[config.mk]
export PLATFORM = sky130hd
export DESIGN_NAME = dither_scan_ctrl
export DESIGN_NICKNAME = d
export VERILOG_FILES = /design/src/rtl/dither_scan_ctrl.sv
export SDC_FILE = /design/constraint.sdc
export NUM_CORES = 1
export LEC_CHECK = 0
export ABC_AREA = 1
export BUFFER_PORTS_ARGS = -buffer_cell sky130_fd_sc_hd__buf_4
export CAP_MARGIN = 10
export CORE_MARGIN = 2
export CORE_UTILIZATION = 55
export CTS_CLUSTER_SIZE = 24
export DETAILED_ROUTE_END_ITERATION = 6
export PLACE_DENSITY = 0.79
export SYNTH_ARGS = -nofsm -noshare
export SYNTH_HDL_FRONTEND = slang
export SYNTH_SLANG_ARGS = --single-unit
[constraint.sdc]
create_clock -name clk -period 2.4 [get_ports clk]
set_input_delay 0.48 -clock clk [delete_from_list [all_inputs] [get_ports clk]]
set_output_delay 0.48 -clock clk [all_outputs]
set_load 0.05 [all_outputs]
[src/rtl/dither_scan_ctrl.sv]
// dither_scan_ctrl: VGA raster sequencer that fetches pixels ahead of display and feeds the dithering channels
module dither_scan_ctrl #(
  parameter int H_ACTIVE = 640,
  parameter int H_FP = 16,
  parameter int H_SYNC = 96,
  parameter int H_BP = 48,
  parameter int V_ACTIVE = 480,
  parameter int V_FP = 10,
  parameter int V_SYNC = 2,
  parameter int V_BP = 33,
  parameter int FETCH_LEAD = 2,
  parameter int CNT_W = 10,
  parameter int ADDR_W = 19,
  parameter logic [23:0] UNDERRUN_RGB = 24'h0
) (
  input  logic              clk,
  input  logic              rst,
  input  logic              enable,
  output logic              px_req,
  output logic [ADDR_W-1:0] px_addr,
  input  logic              px_valid,
  input  logic [23:0]       px_data,
  output logic [7:0]        dith_r,
  output logic [7:0]        dith_g,
  output logic [7:0]        dith_b,
  output logic              dith_visible,
  output logic              hsync,
  output logic              vsync,
  output logic [CNT_W-1:0]  hcount,
  output logic [CNT_W-1:0]  vcount,
  output logic              frame_start,
  output logic              underrun
);
  localparam int H_TOTAL = H_ACTIVE + H_FP + H_SYNC + H_BP;
  localparam int V_TOTAL = V_ACTIVE + V_FP + V_SYNC + V_BP;
  typedef enum logic {IDLE, RUN} state_t;
  state_t r_state;
  logic [CNT_W-1:0] r_hf, r_vf, r_hd, r_vd;
  logic [ADDR_W-1:0] r_addr;
  logic w_hf_end, w_vf_end, w_hd_end, w_vd_end, w_wrap, w_vis, w_hs, w_vs;
  assign w_hf_end = r_hf == CNT_W'(H_TOTAL - 1);
  assign w_vf_end = r_vf == CNT_W'(V_TOTAL - 1);
  assign w_hd_end = r_hd == CNT_W'(H_TOTAL - 1);
  assign w_vd_end = r_vd == CNT_W'(V_TOTAL - 1);
  assign w_wrap = w_hf_end && w_vf_end;
  assign w_vis = r_hd < CNT_W'(H_ACTIVE) && r_vd < CNT_W'(V_ACTIVE);
  assign w_hs = r_hd >= CNT_W'(H_ACTIVE + H_FP) && r_hd < CNT_W'(H_ACTIVE + H_FP + H_SYNC);
  assign w_vs = r_vd >= CNT_W'(V_ACTIVE + V_FP) && r_vd < CNT_W'(V_ACTIVE + V_FP + V_SYNC);
  // the address is a running request count, so it tracks raster order without a multiplier
  assign px_req = r_state == RUN && r_hf < CNT_W'(H_ACTIVE) && r_vf < CNT_W'(V_ACTIVE);
  assign px_addr = px_req ? r_addr : '0;
  // sequencer: display counters trail fetch counters by FETCH_LEAD so returning data lines up with its position
  always_ff @(posedge clk) begin
    if (rst) begin
      r_state <= IDLE;
      r_hf <= '0;
      r_vf <= '0;
      r_hd <= '0;
      r_vd <= '0;
      r_addr <= '0;
      {dith_r, dith_g, dith_b} <= '0;
      dith_visible <= 1'b0;
      hsync <= 1'b1;
      vsync <= 1'b1;
      hcount <= '0;
      vcount <= '0;
      frame_start <= 1'b0;
      underrun <= 1'b0;
    end else if (r_state == IDLE) begin
      {dith_r, dith_g, dith_b} <= '0;
      dith_visible <= 1'b0;
      hsync <= 1'b1;
      vsync <= 1'b1;
      hcount <= '0;
      vcount <= '0;
      frame_start <= 1'b0;
      if (enable) begin
        r_state <= RUN;
        r_hf <= '0;
        r_vf <= '0;
        r_hd <= CNT_W'(H_TOTAL - FETCH_LEAD);
        r_vd <= CNT_W'(V_TOTAL - 1);
        r_addr <= '0;
      end
    end else begin
      r_hf <= w_hf_end ? '0 : r_hf + 1'b1;
      r_vf <= w_hf_end ? (w_vf_end ? '0 : r_vf + 1'b1) : r_vf;
      r_hd <= w_hd_end ? '0 : r_hd + 1'b1;
      r_vd <= w_hd_end ? (w_vd_end ? '0 : r_vd + 1'b1) : r_vd;
      r_addr <= w_wrap ? '0 : r_addr + ADDR_W'(px_req);
      if (w_wrap && !enable) r_state <= IDLE;
      {dith_r, dith_g, dith_b} <= w_vis ? (px_valid ? px_data : UNDERRUN_RGB) : 24'h0;
      dith_visible <= w_vis;
      hsync <= !w_hs;
      vsync <= !w_vs;
      hcount <= r_hd;
      vcount <= r_vd;
      frame_start <= r_hd == '0 && r_vd == '0;
      if (w_vis && !px_valid) underrun <= 1'b1;
    end
  end
endmodule

==> results by group <==
Logic synthesis
  • Number of flops mapped to enable cells by yosys: 0
  • Post-synthesis instance total: between 700 and 800
  • Yosys top cell by area: dfxtp_1
  • Avg Cell Area, Syn: between 7 and 8 um2
  • Synth warn: 0
  • Async SR Flop Fraction: 0
  • Seq/Total Area, Yosys: 0.427
  • Mapped Area: 5110 um2
  • Ys flop type: dfxtp_1
  • Syn_nets: 764
  • Count of cell types in the netlist: 40
  • Top cell type's share of synthesized area: 0.427
  • #FFs+latches synth: 109
  • Ranking of synthesized cells by area: dfxtp_1, nand2_1, inv_1

Die
  • Die width: 100 um
  • Core area: 9110 um2
  • IO Pins: 97
  • Total die area: approximately 10,000 um2
  • Starting Density: 0.561
  • Die height: roughly 100 um
  • Rows: 35

GRT
  • Number of global-route vias before repair: about 4,500
  • Global-route usage over all layers: 0.235
  • Initial antenna violation count: 0
  • Overflow after GRT: 0
  • Largest net degree at the start of global routing: 35
  • First-pass GRT wire length: around 20,000 um

Place
  • DP Worst Slack: about 350 ps
  • GPL Wtd Cong: about 0.96
  • I/O Buffers: 96
  • Placed wire-length estimate: around 8700 um
  • Placed insts: between 900 and 1,000

Clocking
  • Post-CTS Setup Bufs: 0
  • TritonCTS clock tree: built
  • Root Driver: clkbuf_8
  • Reg clk slew, reported paths: around 120 ps
  • Hold buffers post-CTS: 0
  • Clock latency on the worst-skew pair: 380 ps
  • H-tree depth: 3
  • Clk sink count: between 100 and 150
  • Gates resized, CTS repair: 0
  • CTS Buffer Depth: 2
  • CTS buffer count: 9

STA
  • Worst slew margin: 0.542
  • Final hold slack: between 300 and 400 ps
  • Final setup skew: approximately 18 ps
  • Final Max Slew Viols: 0
  • Crit path time final: 2250 ps
  • Setup-failing EPs final: 0
  • Final period util: 0.936
  • Setup TNS Final: 0 ps
  • Pin slew with the least headroom to its limit: 686 ps
  • Worst setup margin: about 150 ps
  • Final Hold Viols: 0
  • Unrepaired setup endpoints after global routing: no
  • Fmax: about 440 MHz

Route
  • DRT iter0 DRCs: around 260
  • Drt wl/cell: around 13 um
  • Met2 routed wirelength: 6000 um
  • Post-route ant nets: 0
  • Pre-antenna DRT Iters: 5
  • Met3 WL: slightly below 700 um
  • DR vias/cell: ~5.2
  • Via count: between 4,000 and 5,000
  • DRC viols: 0
  • Metal-1 WL: ~5000 um
  • Wirelength, routed: 11,900 um
  • Top Layer Used: met4

Worst setup path
  • CP startpoint kind: flop
  • Worst Path Required: 1920 ps
  • Buffers and inverters on the worst path: 3
  • Crit path kind: reg2out
  • Worst-path cell chain: inv_1 > nor3_2 > nor2_1 > nand2_2 > buf_4 > nor2_1 > buf_4
  • Crit path largest cell delay: approximately 440 ps
  • Reg2Reg Depth: 13
  • Crit-path leading delay family: buffers and inverters
  • CP Max Fanout: 18
  • R2R Path Start: r_vf[7]
  • Slowest stage cell, crit path: dfxtp_1
  • Reg2Reg Setup Slack: 300 ps
  • Setup crit end kind: primary output
  • Reg2reg end: r_addr[14]
  • Critical Path AT: 1770 ps

Cells and area
  • Share of layout cells above drive strength 1: 0.205
  • Non-filler instance count after layout: a little over 900
  • Area delta synth->final: 19.7%
  • Fillcell total: 811
  • Diode count: 0
  • Final net count: roughly 860

Run status
  • Status: finished clean

Power
  • Worst IR Drop VDD: 0.338 mV
  • P_leak: roughly 2.7 nW
  • Power per cell area: 561 nW/um2

Hold path
  • WHS Endpoint: dith_g[7]
  • Hold Crit Start: px_data[15]
  • Hold Crit Depth: 3
  • HP Class: in2reg

Run
  • Max-cap violation count: 0
## metal layers
layer  up-vias  global-route usage
met3        16              0.0320
met4         0              0.0885
met5         -                   0
li1       2480                   -
met1      2213               0.290
met2       175               0.416
## worst max-delay path by stage
| stage | startpoint | to | slack [ps] | cells past startpoint |
|---|---|---|---|---|
| final | r_vf[7] | px_addr[14] | 150 | 7 |
| after global routing | r_hf[7] | px_addr[5] | 4 | 7 |
| after CTS | r_vf[7] | px_addr[14] | 150 | 7 |
| after detailed placement | r_vf[7] | r_addr[14] | 350 | 13 |
| after global placement | r_vf[7] | r_addr[14] | 450 | 13 |
| after floorplan | r_vf[7] | r_addr[14] | 30 | 14 |
## sequential cells by signal (all words and copies together) (netlist names)
register / count
dith_b: 8
dith_g: 8
dith_r: 8
dith_visible: 1
frame_start: 1
hcount: 10
hsync: 1
r_addr: 19
r_hd: 10
r_hf: 10
r_state: 1
r_vd: 10
r_vf: 10
underrun: 1
vcount: 10
vsync: 1
## cells in the mapped netlist (2+ instances only)
cell type  instances
nor4_1             2
nand2_2            4
nand4_1           18
nand3_1           49
xor2_1             6
ha_1               9
dfxtp_1          109
nand3_2            3
inv_1             99
or2_2              2
a21oi_1           45
inv_2              5
nor2_4             3
nand2_1          166
clkbuf_1           9
buf_2              5
buf_4              3
o21ai_1            3
nand2_4            2
o21ai_0           30
nand3b_1           2
nor2_1            98
o211ai_1           2
buf_6              5
nor3_1            12
nor2_2            22
## report_power, final
part           internal (mW)  switching (mW)  leakage, nW
logic                  0.139           0.283         1.67
clock network          0.413           0.701       0.0990
registers               1.86          0.0397        0.885
## per-stage QoR
stage,instance area [um2],utilization,power [mW]
finish,6120,0.672,3.43
global route,6120,0.672,3.56
CTS,6120,0.672,3.45
detailed placement,5920,0.650,2.36
global placement,5920,0.650,2.35
floorplan,5140,-,2.23
## worst reg2reg max path: stages (launching register included)
cell and delay, ps:
dfxtp_1 440, inv_1 100, nor3_2 210, nor2_1 80, nand2_2 90, clkinvlp_4 110, ha_4 190, ha_2 210
nand3_1 180, inv_1 130, nand2_1 80, nand2_1 50, nand3_1 60, a21oi_1 60
## cells by family after synthesis
logic type / count (synthesis) / synth area share
flip-flops: 109 / 0.427
AO/OA/AOI/OAI: 90 / 0.101
adder cells (fa/ha/maj): 9 / 0.0220
AND/OR/NAND/NOR: 386 / 0.336
buffers and inverters: 127 / 0.104
XOR/XNOR: 6 / 0.0103
## area by class of cell
| type | count | area [um2] | share of cell area |
|---|---|---|---|
| Multi-Input combinational cell | 491 | 2420 | 0.396 |
| Sequential cell | 109 | 2180 | 0.356 |
| Timing Repair Buffer | 104 | 781 | 0.128 |
| Inverter | 104 | 394 | 0.0644 |
| Tap cell | 111 | 139 | 0.0227 |
| Clock buffer | 9 | 124 | 0.0202 |
| Clock inverter | 7 | 80.1 | 0.0131 |
## cells in the final DEF (no fill, tap or decap), drive strengths merged, types with 4 or more instances in the layout
cell type    n
a21oi       46
clkinv       4
buf        104
inv        105
dfxtp      109
nand3       52
nor2       123
nand2      172
clkbuf       9
xor2         6
nand4       18
o21ai       33
nor3        12
ha           9
(Power assumes the default switching activity.)
